File: config.mk
export PLATFORM = sky130hd
export DESIGN_NAME = mjpg_stream_packer
export DESIGN_NICKNAME = d
export VERILOG_FILES = /design/src/rtl/mjpg_stream_packer.sv
export SDC_FILE = /design/constraint.sdc
export NUM_CORES = 1
export LEC_CHECK = 0
export CAP_MARGIN = 20
export CORE_UTILIZATION = 55
export CTS_BUF_LIST = sky130_fd_sc_hd__clkbuf_16
export CTS_CLUSTER_SIZE = 10
export DETAILED_ROUTE_END_ITERATION = 16
export GPL_TIMING_DRIVEN = 0
export HOLD_SLACK_MARGIN = 0.06
export PLACE_DENSITY_LB_ADDON = 0.12
export SLEW_MARGIN = 15
export SYNTH_ARGS = -nofsm -noshare
export SYNTH_HDL_FRONTEND = slang
export SYNTH_SLANG_ARGS = --single-unit
File: constraint.sdc
create_clock -name clk -period 6.7 [get_ports clk]
set_input_delay 0.67 -clock clk [delete_from_list [all_inputs] [get_ports clk]]
set_output_delay 0.67 -clock clk [all_outputs]
set_load 0.005 [all_outputs]
File: src/rtl/mjpg_stream_packer.sv
// Packs the encoder's JPEG byte stream into BYTES_PER_WORD-wide words and frames
// them by SOI/EOI markers, buffering the words in a FWFT FIFO toward the capture sink.
module mjpg_stream_packer #(
  parameter int unsigned BYTES_PER_WORD = 4,
  parameter bit          BIG_ENDIAN     = 1'b1,
  parameter int unsigned FIFO_DEPTH     = 16,
  parameter logic [7:0]  PAD_BYTE       = 8'h00
) (
  input  logic                          clk,
  input  logic                          rst,
  input  logic                          in_valid,
  input  logic [7:0]                    in_data,
  input  logic                          flush,
  input  logic                          clear_overflow,
  output logic                          out_valid,
  input  logic                          out_ready,
  output logic [8*BYTES_PER_WORD-1:0]   out_data,
  output logic [BYTES_PER_WORD-1:0]     out_keep,
  output logic                          out_last,
  output logic                          frame_done,
  output logic [31:0]                   frame_bytes,
  output logic                          overflow
);

  localparam int unsigned W  = 8 * BYTES_PER_WORD;
  localparam int unsigned KW = (BYTES_PER_WORD > 1) ? $clog2(BYTES_PER_WORD) : 1;
  localparam int unsigned PW = $clog2(FIFO_DEPTH);
  localparam logic [KW-1:0] K_LAST   = KW'(BYTES_PER_WORD - 1);
  localparam logic [W-1:0]  PAD_WORD = {BYTES_PER_WORD{PAD_BYTE}};

  typedef enum logic {OUTSIDE, INSIDE} frame_t;

  frame_t                    frame_state, frame_next;
  logic [31:0]               frame_bytes_nxt;
  logic [KW-1:0]             lane;
  logic [W-1:0]              word_buf, word_nxt;
  logic [BYTES_PER_WORD-1:0] keep_buf, keep_nxt;
  logic                      prev_ff;
  logic                      is_soi, is_eoi, close_full, close_flush, close_word;

  logic                      pend_valid, pend_last;
  logic [W-1:0]              pend_data;
  logic [BYTES_PER_WORD-1:0] pend_keep;

  logic [W-1:0]              mem_data [FIFO_DEPTH];
  logic [BYTES_PER_WORD-1:0] mem_keep [FIFO_DEPTH];
  logic                      mem_last [FIFO_DEPTH];
  logic [PW:0]               wr_ptr, rd_ptr;
  logic                      empty, full, pop, push_ok, drop;

  assign is_soi      = in_valid && prev_ff && (in_data == 8'hD8);
  assign is_eoi      = in_valid && prev_ff && (in_data == 8'hD9);
  assign close_full  = in_valid && (lane == K_LAST);
  // A flush coinciding with a byte closes the word only if that byte left it partial.
  assign close_flush = flush && !is_eoi && !close_full && (in_valid || (lane != '0));
  assign close_word  = is_eoi || close_full || close_flush;

  always_comb begin
    word_nxt = word_buf;
    keep_nxt = keep_buf;
    if (in_valid) begin
      for (int unsigned i = 0; i < BYTES_PER_WORD; i++) begin
        if (KW'(i) == lane) begin
          if (BIG_ENDIAN) begin
            word_nxt[8*(BYTES_PER_WORD-1-i) +: 8] = in_data;
            keep_nxt[BYTES_PER_WORD-1-i]          = 1'b1;
          end else begin
            word_nxt[8*i +: 8] = in_data;
            keep_nxt[i]        = 1'b1;
          end
        end
      end
    end
  end

  always_comb begin
    frame_next      = frame_state;
    frame_bytes_nxt = frame_bytes;
    if (is_soi) begin
      frame_next      = INSIDE;
      frame_bytes_nxt = 32'd2;
    end else if (in_valid && (frame_state == INSIDE)) begin
      frame_bytes_nxt = frame_bytes + 32'd1;
      if (is_eoi) frame_next = OUTSIDE;
    end
  end

  always_ff @(posedge clk or negedge rst) begin
    if (!rst) begin
      frame_state <= OUTSIDE;
      frame_bytes <= '0;
      lane        <= '0;
      word_buf    <= PAD_WORD;
      keep_buf    <= '0;
      prev_ff     <= 1'b0;
      pend_valid  <= 1'b0;
      pend_data   <= '0;
      pend_keep   <= '0;
      pend_last   <= 1'b0;
    end else begin
      frame_state <= frame_next;
      frame_bytes <= frame_bytes_nxt;
      if (in_valid) prev_ff <= (in_data == 8'hFF);
      pend_valid <= close_word;
      if (close_word) begin
        pend_data <= word_nxt;
        pend_keep <= keep_nxt;
        pend_last <= is_eoi;
        lane      <= '0;
        word_buf  <= PAD_WORD;
        keep_buf  <= '0;
      end else begin
        word_buf <= word_nxt;
        keep_buf <= keep_nxt;
        if (in_valid) lane <= lane + KW'(1);
      end
    end
  end

  assign empty   = (wr_ptr == rd_ptr);
  assign full    = (wr_ptr[PW-1:0] == rd_ptr[PW-1:0]) && (wr_ptr[PW] != rd_ptr[PW]);
  assign pop     = !empty && out_ready;
  // A full FIFO still takes the word when the head leaves in the same cycle.
  assign push_ok = pend_valid && (!full || pop);
  assign drop    = pend_valid && full && !pop;

  always_ff @(posedge clk) begin
    if (push_ok) begin
      mem_data[wr_ptr[PW-1:0]] <= pend_data;
      mem_keep[wr_ptr[PW-1:0]] <= pend_keep;
      mem_last[wr_ptr[PW-1:0]] <= pend_last;
    end
  end

  always_ff @(posedge clk or negedge rst) begin
    if (!rst) begin
      wr_ptr   <= '0;
      rd_ptr   <= '0;
      overflow <= 1'b0;
    end else begin
      if (push_ok) wr_ptr <= wr_ptr + (PW+1)'(1);
      if (pop)     rd_ptr <= rd_ptr + (PW+1)'(1);
      overflow <= drop || (overflow && !clear_overflow);
    end
  end

  assign out_valid  = !empty;
  assign out_data   = empty ? '0 : mem_data[rd_ptr[PW-1:0]];
  assign out_keep   = empty ? '0 : mem_keep[rd_ptr[PW-1:0]];
  assign out_last   = !empty && mem_last[rd_ptr[PW-1:0]];
  assign frame_done = pend_valid && pend_last;

endmodule

=== Word-level counts from Yosys, hierarchy flattened ===
Memory sizes are Yosys's and may differ from the RTL's.
Cells that the tools add are included.

* Flip-flop bits (word level): 121
* Latch bits: 0
* RAM bits: 592
* Bits in read-only memories: 0
* Input bits: 14
* Output and inout bits: 72
* Word-level logic and storage cells: 86
* Memories: 3

{| class="wikitable"
|+ Memory list
! memory !! depth !! bits a word !! read ports !! clocked after Yosys merged registers in !! wr ports !! RTL line !! RTL
|-
| mem_data || 16 || 32 || 1 || 0 || 1 || 45 || <nowiki>logic [W-1:0] mem_data [FIFO_DEPTH];</nowiki>
|-
| mem_keep || 16 || 4 || 1 || 0 || 1 || 46 || <nowiki>logic [BYTES_PER_WORD-1:0] mem_keep [FIFO_DEPTH];</nowiki>
|-
| mem_last || 16 || 1 || 1 || 0 || 1 || 47 || <nowiki>logic mem_last [FIFO_DEPTH];</nowiki>
|}

* Add/sub/neg operators: 4
* Multipliers: 0
* Div/mod/pow operators: 0
* Magnitude comparators: 0
* Eq/ne operators: 10
* Shifts and indexed selects: 0
* Mux-type cells: 23
* Bitwise gates (word level): 0
* Reduce and logical (&&, ||, !) cells: 33

{| class="wikitable"
|+ Operators with widths
! cell !! count
|-
| 32-bit 2-to-1 mux || 5
|-
| 32-bit by 1-bit adder with 32-bit output (second input constant) || 1
|-
| 8-bit equality test (second input constant) || 3
|-
| 8-bit 2-to-1 mux || 3
|-
| 1-bit logical AND || 16
|-
| 16-bit 2-to-1 mux || 1
|-
| 4-bit 2-to-1 mux || 3
|-
| 5-bit by 1-bit adder with 5-bit output (second input constant) || 2
|-
| 1-bit 2-to-1 mux || 8
|-
| 2-bit nonzero test || 4
|-
| 1-bit logical NOT || 6
|-
| 2-bit 2-to-1 mux || 3
|-
| 5-bit equality test || 1
|-
| 1-bit logical OR || 5
|-
| 2-bit equality test (first input constant) || 2
|-
| 4-bit equality test || 1
|-
| 2-bit by 1-bit adder with 2-bit output (second input constant) || 1
|-
| 1-bit by 2-bit equality test with 1-bit output (first input constant) || 1
|-
| 2-bit equality test (second input constant) || 1
|-
| 2-bit logical NOT || 1
|-
| 2-bit AND reduction || 1
|-
| 1-bit != test || 1
|}

=== Depth between registers and ports, before layout ===
Gate-level depths: netlist of the first run.

* Depth in word-level cells: 8
* Mapped depth: 9
* Gate-level depth less buffers: 6

=== Least setup slack after synthesis of the first run ===
No wires, ideal clock.

* Path type: reg-to-reg
* From: register rd_ptr[0]
* To: memory mem_data[5][0] in the netlist's numbering (enable)
* Library setup time: 0.485 ns
* Data arrival time: 4.329 ns
* Data required time: 6.215 ns
* Slack: 1.886 ns
* Stages on the path, launching flop included: 9
* Path buffers: 3
* Period minus slack after synthesis: 4.814 ns
* Cells stage by stage: dfrtp_1 clkbuf_1 clkbuf_1 xnor2_1 nand4_1 o31a_1 clkbuf_1 nand2_1 nor3b_1

* Word-level cells in the longest chain between the ends: 7
* Elaborated cells between the ends (all ways): 10
* Those cells by class: 2 x eq/ne; 2 x mux; 6 x reduce/logical

{| class="wikitable"
|+ RTL lines
! item !! RTL line !! RTL
|-
| start, declared || 48 || <nowiki>logic [PW:0] wr_ptr, rd_ptr;</nowiki>
|-
| start signal, assigned || 142 || <nowiki>if (pop) rd_ptr <= rd_ptr + (PW+1)'(1);</nowiki>
|-
| 5-bit equality test / 4-bit equality test (equally long branches) || 120, 121 ||
|-
| 1-bit logical NOT / 1-bit logical AND (equally long branches) || 122, 121 ||
|-
| 1-bit logical AND / 1-bit logical NOT (equally long branches) || 122, 124 ||
|-
| 1-bit logical OR * || 124 || <nowiki>assign push_ok = pend_valid && (!full || pop);</nowiki>
|-
| 1-bit logical AND * || 124 ||
|-
| 1-bit 2-to-1 mux * || 128 || <nowiki>if (push_ok) begin</nowiki>
|-
| 1-bit 2-to-1 mux (implied by the code) * || 129 || <nowiki>mem_data[wr_ptr[PW-1:0]] <= pend_data;</nowiki>
|-
| end, declared || 45 ||
|}

Every way passes the cells marked *; elsewhere a longest branch is shown, timed or not.

=== Worst setup path in the final report of the first run ===
* From: register rd_ptr[1]
* To: output out_data[31]

* Word-level cells in the longest chain between the ends: 2
* Elaborated cells between the ends (all ways): 3
* Those cells by class: 1 x eq/ne; 1 x mux; 1 x memory

{| class="wikitable"
|+ RTL lines
! item !! RTL line !! RTL
|-
| memory 16 x 32 bit / 5-bit equality test (equally long branches) || n/a ||
|-
| 32-bit 2-to-1 mux * || 148 || <nowiki>assign out_data = empty ? '0 : mem_data[rd_ptr[PW-1:0]];</nowiki>
|-
| end, declared || 17 || <nowiki>output logic [8*BYTES_PER_WORD-1:0] out_data,</nowiki>
|}

Marked as above.

==> results_dict.tcl, run 1 <==
set metrics [dict create \
    worst_pin_slew_ns 1.11 \
    layoutNonFillerInstCount 2311 \
    synth.most_common_cell "edfxtp_1" \
    avgSynthCellArea_um2 20.1 \
    drc 0 \
    hold_viol_final 0 \
    met1_usage_pct 37.9 \
    slew_violations 0 \
    dp_hpwl_um 37500 \
    netlist_area_mm2 0.0277 \
    track_usage_pct 26.1 \
    ys_ff_latch 713 \
    grt_pass1_vias 14500 \
    wire_per_inst_um 27.4 \
    clkSinkCount 713 \
    cts_setup_buffers 0 \
    min_path_type "in2reg" \
    ctsResizeCount 0 \
    ant_nets 0 \
    firstDrtPassIters 5 \
    ys_seq_area_share_pct 75.0 \
    grt_overflow 0 \
    fin_skew_ns 0.0188 \
    synth_cells 1382 \
    grt_max_degree 64 \
    cts_root_buf "clkbuf_16" \
    yosysTopAreaCell "edfxtp_1" \
    synth-xor-area-share_pct 0.821 \
    endpoint_kind "primary output" \
    total_power_uw 14800 \
    placed_cells 2163 \
    cap_viol_max_count 0 \
    synth_warnings 0 \
    path_class "reg2out" \
    die-area_mm2 0.0513 \
    synth-simple-area-share_pct 4.42 \
    p_leak_uw 0.0113 \
    muxShareOfSynthArea_pct 16.3 \
    die_w_um 227 \
    ctsHtreeMaxLevel 3 \
    routed_wl_um 63400 \
    path_max_fanout 10 \
    outcome "complete, no violations" \
    startpoint_type "register" \
    cts_buffers 81 \
    period_needed_ns 5.14 \
    start_util_pct 56.2 \
    max_clock_freq_mhz 195 \
    dr_total_vias 14200 \
    via_per_inst 6.13 \
    synth_fa_ha_area_share_pct 0.451 \
    required_ns 6.03 \
    drive_gt1_share_pct 21.7 \
    ys.flop_type "edfxtp_1" \
    top_usage_layer "met2" \
    ys_types 43 \
    ios 86 \
    postCtsHoldBufs 1 \
    gp_congestion 0.779 \
    period_share_pct 76.7 \
    rows 81 \
    die_y_um 227 \
    clk_latency_ns 0.61 \
    slew_headroom_pct 25.8 \
    synthesis.nets 1406 \
    async_reset_ff_share_pct 17.0 \
    layout.nets 1610 \
    io_buffers 84 \
    use_met2_pct 41.2 \
    diodes 0 \
    synth_top_family_by_area "multiplexers" \
    rsz0062_at_grt "false" \
    coreArea_mm2 0.0494 \
    ir_drop_uv 232 \
    synthTopCellsByCount "edfxtp_1, mux4_2, dfrtp_1" \
    cp_data_arrival_time_ns 4.47 \
    use_met3_pct 4.20 \
    cts_tree "yes" \
    antenna_found_initial 2 \
    area_growth_pct 16.6 \
    drt_iter0_drc 1551 \
    synth_top_area_share_pct 64.1 \
    setup_viol 0 \
    power_density_mw_per_mm2 456 \
    grt_pass1_wl_um 94300 \
    synth_edf_count 592 \
    cts.clk_slew.worst_paths_ns 0.06 \
    cts.path.max_buffers 3 \
    synth_compound_area_share_pct 1.71 \
    synth_area_leaders "edfxtp_1, mux4_2, dfrtp_1" \
]
-- layer usage --
metal | up-vias | part of all wire (%)
met2 | 566 | 49
met4 | 2 | 2.1
met5 | - | 0.0047
met1 | 7536 | 42
li1 | 5974 | -
met3 | 91 | 7.4
-- path summary, 6_finish.rpt --
kind	from	depth (start not counted)	slack (ns)	endpoint
worst max-delay path	rd_ptr[1]	7	1.56	out_data[31]
worst min-delay path	in_data[0]	3	0.47	pend_last
worst max register to register	rd_ptr[0]	9	2.60	mem_data[0][12]
worst min register to register	keep_buf[2]	2	0.49	keep_buf[2]
max in group asynchronous	rst	3	5.37	word_buf[27]
min in group asynchronous	rst	2	0.61	frame_bytes[21]
-- metrics by stage --
| stage | hold WS (ns) | setup slack, ns | utilization [%] | setup TNS (ns) | cell area [um2] |
|---|---|---|---|---|---|
| 2_1_floorplan | 0.374 | 1.89 | - | 0 | 27700 |
| 3_3_place_gp | 0.466 | -2.49 | 59.6 | -353.87 | 29400 |
| 3_5_place_dp | 0.476 | 2.05 | 60.6 | 0 | 29900 |
| 4_1_cts | 0.436 | 1.38 | 65.5 | 0 | 32300 |
| 5_1_grt | 0.472 | 1.35 | 65.5 | 0 | 32300 |
| 6_report | 0.474 | 1.56 | 65.5 | 0 | 32300 |
-- cells by family (layout without fill, tap and decap cells) --
kind of cell,after synthesis,count (layout)
compound gates,86,86
fa+ha+maj,10,10
flops,713,713
mux,221,221
xor+xnor,26,26
buf+inv,89,354
simple gates,237,237
-- critical path, stage by stage, from the launching register on --
cell,delay [ns]
dfrtp_1,0.35
clkbuf_1,0.47
clkbuf_1,0.58
clkbuf_1,0.89
mux4_2,0.42
mux4_2,0.53
and2_1,0.18
clkdlybuf4s50_1,0.44
-- cell type report --
type                       count  area [um2]
sequential                   713       20800
tap                          664         831
buffer                        72         294
fill                        3298       17000
clock inverter                57         219
clock buffer                  87        2180
timing repair buffer         121        1310
inverter                      17        63.8
multi-input combinational    580        6650
-- state kept, by name, summed over array words and instances (netlist names) --
register	flops
rd_ptr	5
mem_keep	64
prev_ff	1
mem_data	512
pend_keep	4
pend_last	1
keep_buf	4
frame_state	1
pend_valid	1
lane	2
mem_last	16
wr_ptr	5
overflow	1
pend_data	32
word_buf	32
frame_bytes	32
-- where the power goes --
| part | internal (uW) | leakage, uW | total (uW) | switching [uW] |
|---|---|---|---|---|
| Sequential | 5920 | 0.00695 | 6550 | 626 |
| Combinational | 2200 | 0.00296 | 4260 | 2070 |
| Clock | 2310 | 0.00137 | 3950 | 1640 |
-- cells in the final DEF, fill, tap and decap left out, types with 5 or more instances in the layout --
cell type | Yosys | layout
mux4_2 | 185 | 185
mux2i_1 | 33 | 33
a21oi_1 | 56 | 56
nor2_1 | 96 | 96
o21ai_0 | 18 | 18
clkbuf_1 | 53 | 52
or3_1 | 12 | 12
ha_1 | 10 | 10
buf_2 | 14 | 14
nand3_1 | 12 | 12
dfrtp_1 | 121 | 121
clkdlybuf4s50_1 | 0 | 83
buf_12 | 0 | 8
buf_6 | 0 | 10
xor2_1 | 12 | 12
nand4_1 | 13 | 13
clkbuf_16 | 0 | 87
and2_1 | 39 | 39
o31ai_1 | 5 | 5
xnor2_1 | 14 | 14
inv_1 | 17 | 71
edfxtp_1 | 592 | 592
buf_4 | 1 | 15
nand2_1 | 24 | 24
No activity file was read; power rests on OpenSTA's default activity.
==> run 2, diff against run 1 <==
==> constraint.sdc (replaced) <==
create_clock -name clk -period 4.65 [get_ports clk]
set_input_delay 0.465 -clock clk [delete_from_list [all_inputs] [get_ports clk]]
set_output_delay 0.465 -clock clk [all_outputs]
set_load 0.005 [all_outputs]
==> results_dict.tcl, run 2 (synthesized netlist as in run 1, its figures left out) <==
set metrics [dict create \
    outcome "complete, no violations" \
    layoutNonFillerInstCount 2311 \
    start_util_pct 56.2 \
    hold_viol_final 0 \
    placed_cells 2163 \
    slew_headroom_pct 32.3 \
    diodes 0 \
    drive_gt1_share_pct 22.5 \
    layout.nets 1610 \
    cts_setup_buffers 0 \
    die_y_um 227 \
    required_ns 4.18 \
    cts.path.max_buffers 3 \
    setup_viol 0 \
    area_growth_pct 16.7 \
    io_buffers 84 \
    total_power_uw 21300 \
    p_leak_uw 0.0113 \
    wire_per_inst_um 27.4 \
    cts_buffers 81 \
    endpoint_kind "primary output" \
    dp_hpwl_um 37500 \
    grt_pass1_wl_um 94400 \
    rows 81 \
    via_per_inst 6.09 \
    clkSinkCount 713 \
    clk_latency_ns 0.61 \
    die-area_mm2 0.0513 \
    ant_nets 0 \
    period_share_pct 97.7 \
    routed_wl_um 63200 \
    coreArea_mm2 0.0494 \
    path_class "reg2out" \
    layout_commonest_cell "edfxtp_1" \
    design_area_mm2 0.0324 \
    place_area_mm2 0.0299 \
    cap_viol_max_count 0 \
    ctsHtreeMaxLevel 3 \
    ios 86 \
    reg2reg_from "rd_ptr[0]" \
    grt_overflow 0 \
    largest_register_ff_count 512 \
    worst-r2r-setup-slack_ns 0.96 \
    cp_data_arrival_time_ns 4.08 \
    slew_violations 0 \
    startpoint_type "register" \
    grt_pass1_vias 14500 \
    track_usage_pct 26.1 \
    min_path_type "in2reg" \
    grt_max_degree 64 \
    cp_slowest_cell "buf_1" \
    max_clock_freq_mhz 220 \
    period_needed_ns 4.54 \
    path_max_fanout 10 \
    regArea_mm2 0.0208 \
    multi_input_area_mm2 0.00665 \
    dr_total_vias 14100 \
    cts_root_buf "clkbuf_16" \
    rsz0062_at_grt "false" \
    drc 0 \
    worst_pin_slew_ns 1.02 \
    min-delay-start "in_data[0]" \
    die_w_um 227 \
    path_common_cell "mux4_2" \
    power_density_mw_per_mm2 657 \
    ir_drop_uv 332 \
    slowest_delay_ns 0.58 \
    num-fill-cells 3292 \
    cts.clk_slew.worst_paths_ns 0.06 \
    crit_chain "clkbuf_1 -> buf_1 -> clkbuf_2 -> mux4_2 -> mux4_2 -> and2_1 -> clkdlybuf4s50_1" \
    cts_tree "yes" \
    gp_congestion 0.779 \
    firstDrtPassIters 8 \
    cp-startpoint "rd_ptr[1]" \
    mostFrequentLayoutCells "edfxtp_1, mux4_2, dfrtp_1" \
    antenna_found_initial 2 \
    fin_skew_ns 0.0155 \
    drt_iter0_drc 1482 \
]
==> run 2: cell type report <==
type / instances / area share (%)
Buffer: 72 / 0.978
Clock inverter: 57 / 0.676
Tap cell: 664 / 2.57
Timing Repair Buffer: 121 / 4.04
Inverter: 17 / 0.197
Sequential cell: 713 / 64.3
Clock buffer: 87 / 6.73
Multi-Input combinational cell: 580 / 20.5
==> run 2: routing by layer <==
layer	up-vias	GRT usage (%)	share of wire (%)
li1	5975	-	-
met1	7479	38.0	42
met2	542	41.3	49
met5	-	0	0.0047
met3	87	4.20	6.7
met4	2	7.93	1.9
==> run 2: worst max-delay path: cells and delay by family, from the launching register on <==
| family | cells | cell delay (ns) |
|---|---|---|
| buffers and inverters | 4 | 2.02 |
| DFF | 1 | 0.35 |
| muxes | 2 | 0.91 |
| and+or+nand+nor | 1 | 0.19 |
==> run 2: report_power, final <==
| part | switching, uW | internal [uW] |
|---|---|---|
| sequential | 905 | 8530 |
| clock | 2360 | 3320 |
| combinational | 2960 | 3170 |
==> run 2: stage by stage <==
stage               hold WS [ns]  setup slack (ns)  setup TNS (ns)  utilization, %
floorplan                  0.169            -0.164          -22.99               -
global placement           0.466             -4.54        -1052.81            59.6
detailed placement         0.476             0.201               0            60.6
CTS                        0.231            0.0288               0            65.5
global route               0.267           0.00379               0            65.6
finish                     0.275             0.106               0            65.6
==> run 2: worst paths after layout <==
kind	endpoint	depth (start not counted)
worst max-delay path	out_data[31]	7
worst min-delay path	pend_last	3
max in group asynchronous	word_buf[27]	3
min in group asynchronous	frame_bytes[21]	2
worst max register to register	mem_data[7][0]	11
worst min register to register	keep_buf[2]	2
==> run 2: what timing repair did <==
item                       in CTS  in global routing
setup endpoints to repair      37                  4
hold endpoints to repair       58                  0
resized for setup              15                  1
hold buffers                    1                  0
==> run 3, diff against run 2 <==
--- a/config.mk
+++ b/config.mk
@@ -13,6 +13,7 @@
 export GPL_TIMING_DRIVEN = 0
 export HOLD_SLACK_MARGIN = 0.06
 export PLACE_DENSITY_LB_ADDON = 0.12
+export RECOVER_POWER = 25
 export SLEW_MARGIN = 15
 export SYNTH_ARGS = -nofsm -noshare
 export SYNTH_HDL_FRONTEND = slang
==> results_dict.tcl, run 3 (synthesized netlist as in run 1, its figures left out) <==
set metrics [dict create \
    outcome "finished with violations" \
    failed_checks "capacitance limit, slew limit" \
    clk_latency_ns 0.61 \
    worst-r2r-setup-slack_ns 0.96 \
    ant_nets 0 \
    ir_drop_uv 335 \
    die-area_mm2 0.0513 \
    endpoint_kind "primary output" \
    area_growth_pct 16.6 \
    coreArea_mm2 0.0494 \
    layout.nets 1610 \
    firstDrtPassIters 5 \
    num-fill-cells 3293 \
    antenna_found_initial 2 \
    die_y_um 227 \
    drc 0 \
    cts_setup_buffers 0 \
    setup_viol 0 \
    multi_input_area_mm2 0.00665 \
    cts_buffers 81 \
    total_power_uw 21300 \
    clkSinkCount 713 \
    rows 81 \
    endpoint "out_data[31]" \
    startpoint_type "register" \
    layout_commonest_cell "edfxtp_1" \
    grt_overflow 0 \
    ctsHtreeMaxLevel 3 \
    path_class "reg2out" \
    start_util_pct 56.2 \
    min_path_type "in2reg" \
    r2r_cells 9 \
    routed_wl_um 63300 \
    setup-tns-final_ns 0 \
    largest_register_ff_count 512 \
    drive_gt1_share_pct 22.4 \
    cp_data_arrival_time_ns 4.11 \
    grt_pass1_vias 14500 \
    cts.clk_slew.worst_paths_ns 0.06 \
    wire_per_inst_um 27.4 \
    cap_viol_max_count 1 \
    period_needed_ns 4.57 \
    grt_max_degree 64 \
    p_leak_uw 0.0113 \
    regArea_mm2 0.0208 \
    design_area_mm2 0.0324 \
    reg2reg_from "rd_ptr[0]" \
    r2r_end "mem_data[0][12]" \
    fin_skew_ns 0.0157 \
    cts_tree "yes" \
    via_per_inst 6.11 \
    track_usage_pct 26.1 \
    io_buffers 84 \
    hold_viol_final 0 \
    path_max_fanout 10 \
    worst_pin_slew_ns 3.40 \
    power_density_mw_per_mm2 657 \
    die_w_um 227 \
    fin_util_pct 65.6 \
    slew_violations 59 \
    cts.path.max_buffers 3 \
    drt_iter0_drc 1523 \
    cts_root_buf "clkbuf_16" \
    rsz0062_at_grt "false" \
    cp-startpoint "rd_ptr[1]" \
    place_area_mm2 0.0299 \
    ios 86 \
    gp_congestion 0.779 \
    max_clock_freq_mhz 219 \
    slew_headroom_pct -127 \
    dr_total_vias 14100 \
    period_share_pct 98.3 \
    dp_hpwl_um 37500 \
    diodes 0 \
    grt_pass1_wl_um 94400 \
    required_ns 4.18 \
    mostFrequentLayoutCells "edfxtp_1, mux4_2, dfrtp_1" \
]
## run 3: routing by layer
| metal | wire length (um) | vias up | GRT usage [%] |
|---|---|---|---|
| met1 | 27000 | 7530 | 38.0 |
| met2 | 31200 | 522 | 41.3 |
| met4 | 1180 | 2 | 7.93 |
| met5 | 3 | - | 0 |
| met3 | 3930 | 86 | 4.20 |
| li1 | - | 5972 | - |
## run 3: cell type report
cell class / instances / share of cell area [%]
inverters: 17 / 0.197
plain buffers: 72 / 0.978
flip-flops and latches: 713 / 64.3
repair buffers: 121 / 4.01
clock inverters: 57 / 0.677
clock buffers: 87 / 6.73
multi-input cells: 580 / 20.6
well taps: 664 / 2.57
## run 3: metrics by stage
| stage | setup slack, ns | std cells | hold WS, ns |
|---|---|---|---|
| after floorplan | -0.164 | 1382 | 0.169 |
| after global placement | -4.54 | 2130 | 0.466 |
| after detailed placement | 0.201 | 2163 | 0.476 |
| after CTS | 0.0288 | 2308 | 0.231 |
| after global routing | 0.00379 | 2311 | 0.267 |
| final | 0.0768 | 2311 | 0.268 |
## run 3: worst min path at each step
stage / start / end / cells past startpoint
after floorplan: rst / frame_bytes[0] / 0
after global placement: keep_buf[2] / keep_buf[2] / 2
after detailed placement: keep_buf[2] / keep_buf[2] / 2
after CTS: in_data[0] / pend_last / 3
after global routing: in_data[0] / pend_last / 3
final: in_data[0] / pend_last / 3
## run 3: power breakdown
part           switching [uW]  internal [uW]
clock                    2370           3320
sequential                907           8530
combinational            2980           3170
total                    6250          15000
## run 3: what timing repair did
item | in CTS | in global routing
gates resized for setup | 15 | 1
hold endpoints to repair | 58 | 0
setup endpoints to repair | 37 | 4
hold buffers | 1 | 0
cloned | 0 | 0
## run 3: critical path: stages, from the launching register on
cell,delay [ns]
dfrtp_1,0.36
clkbuf_1,0.47
buf_1,0.58
clkbuf_2,0.55
mux4_2,0.38
mux4_2,0.53
and2_1,0.19
clkdlybuf4s50_1,0.44
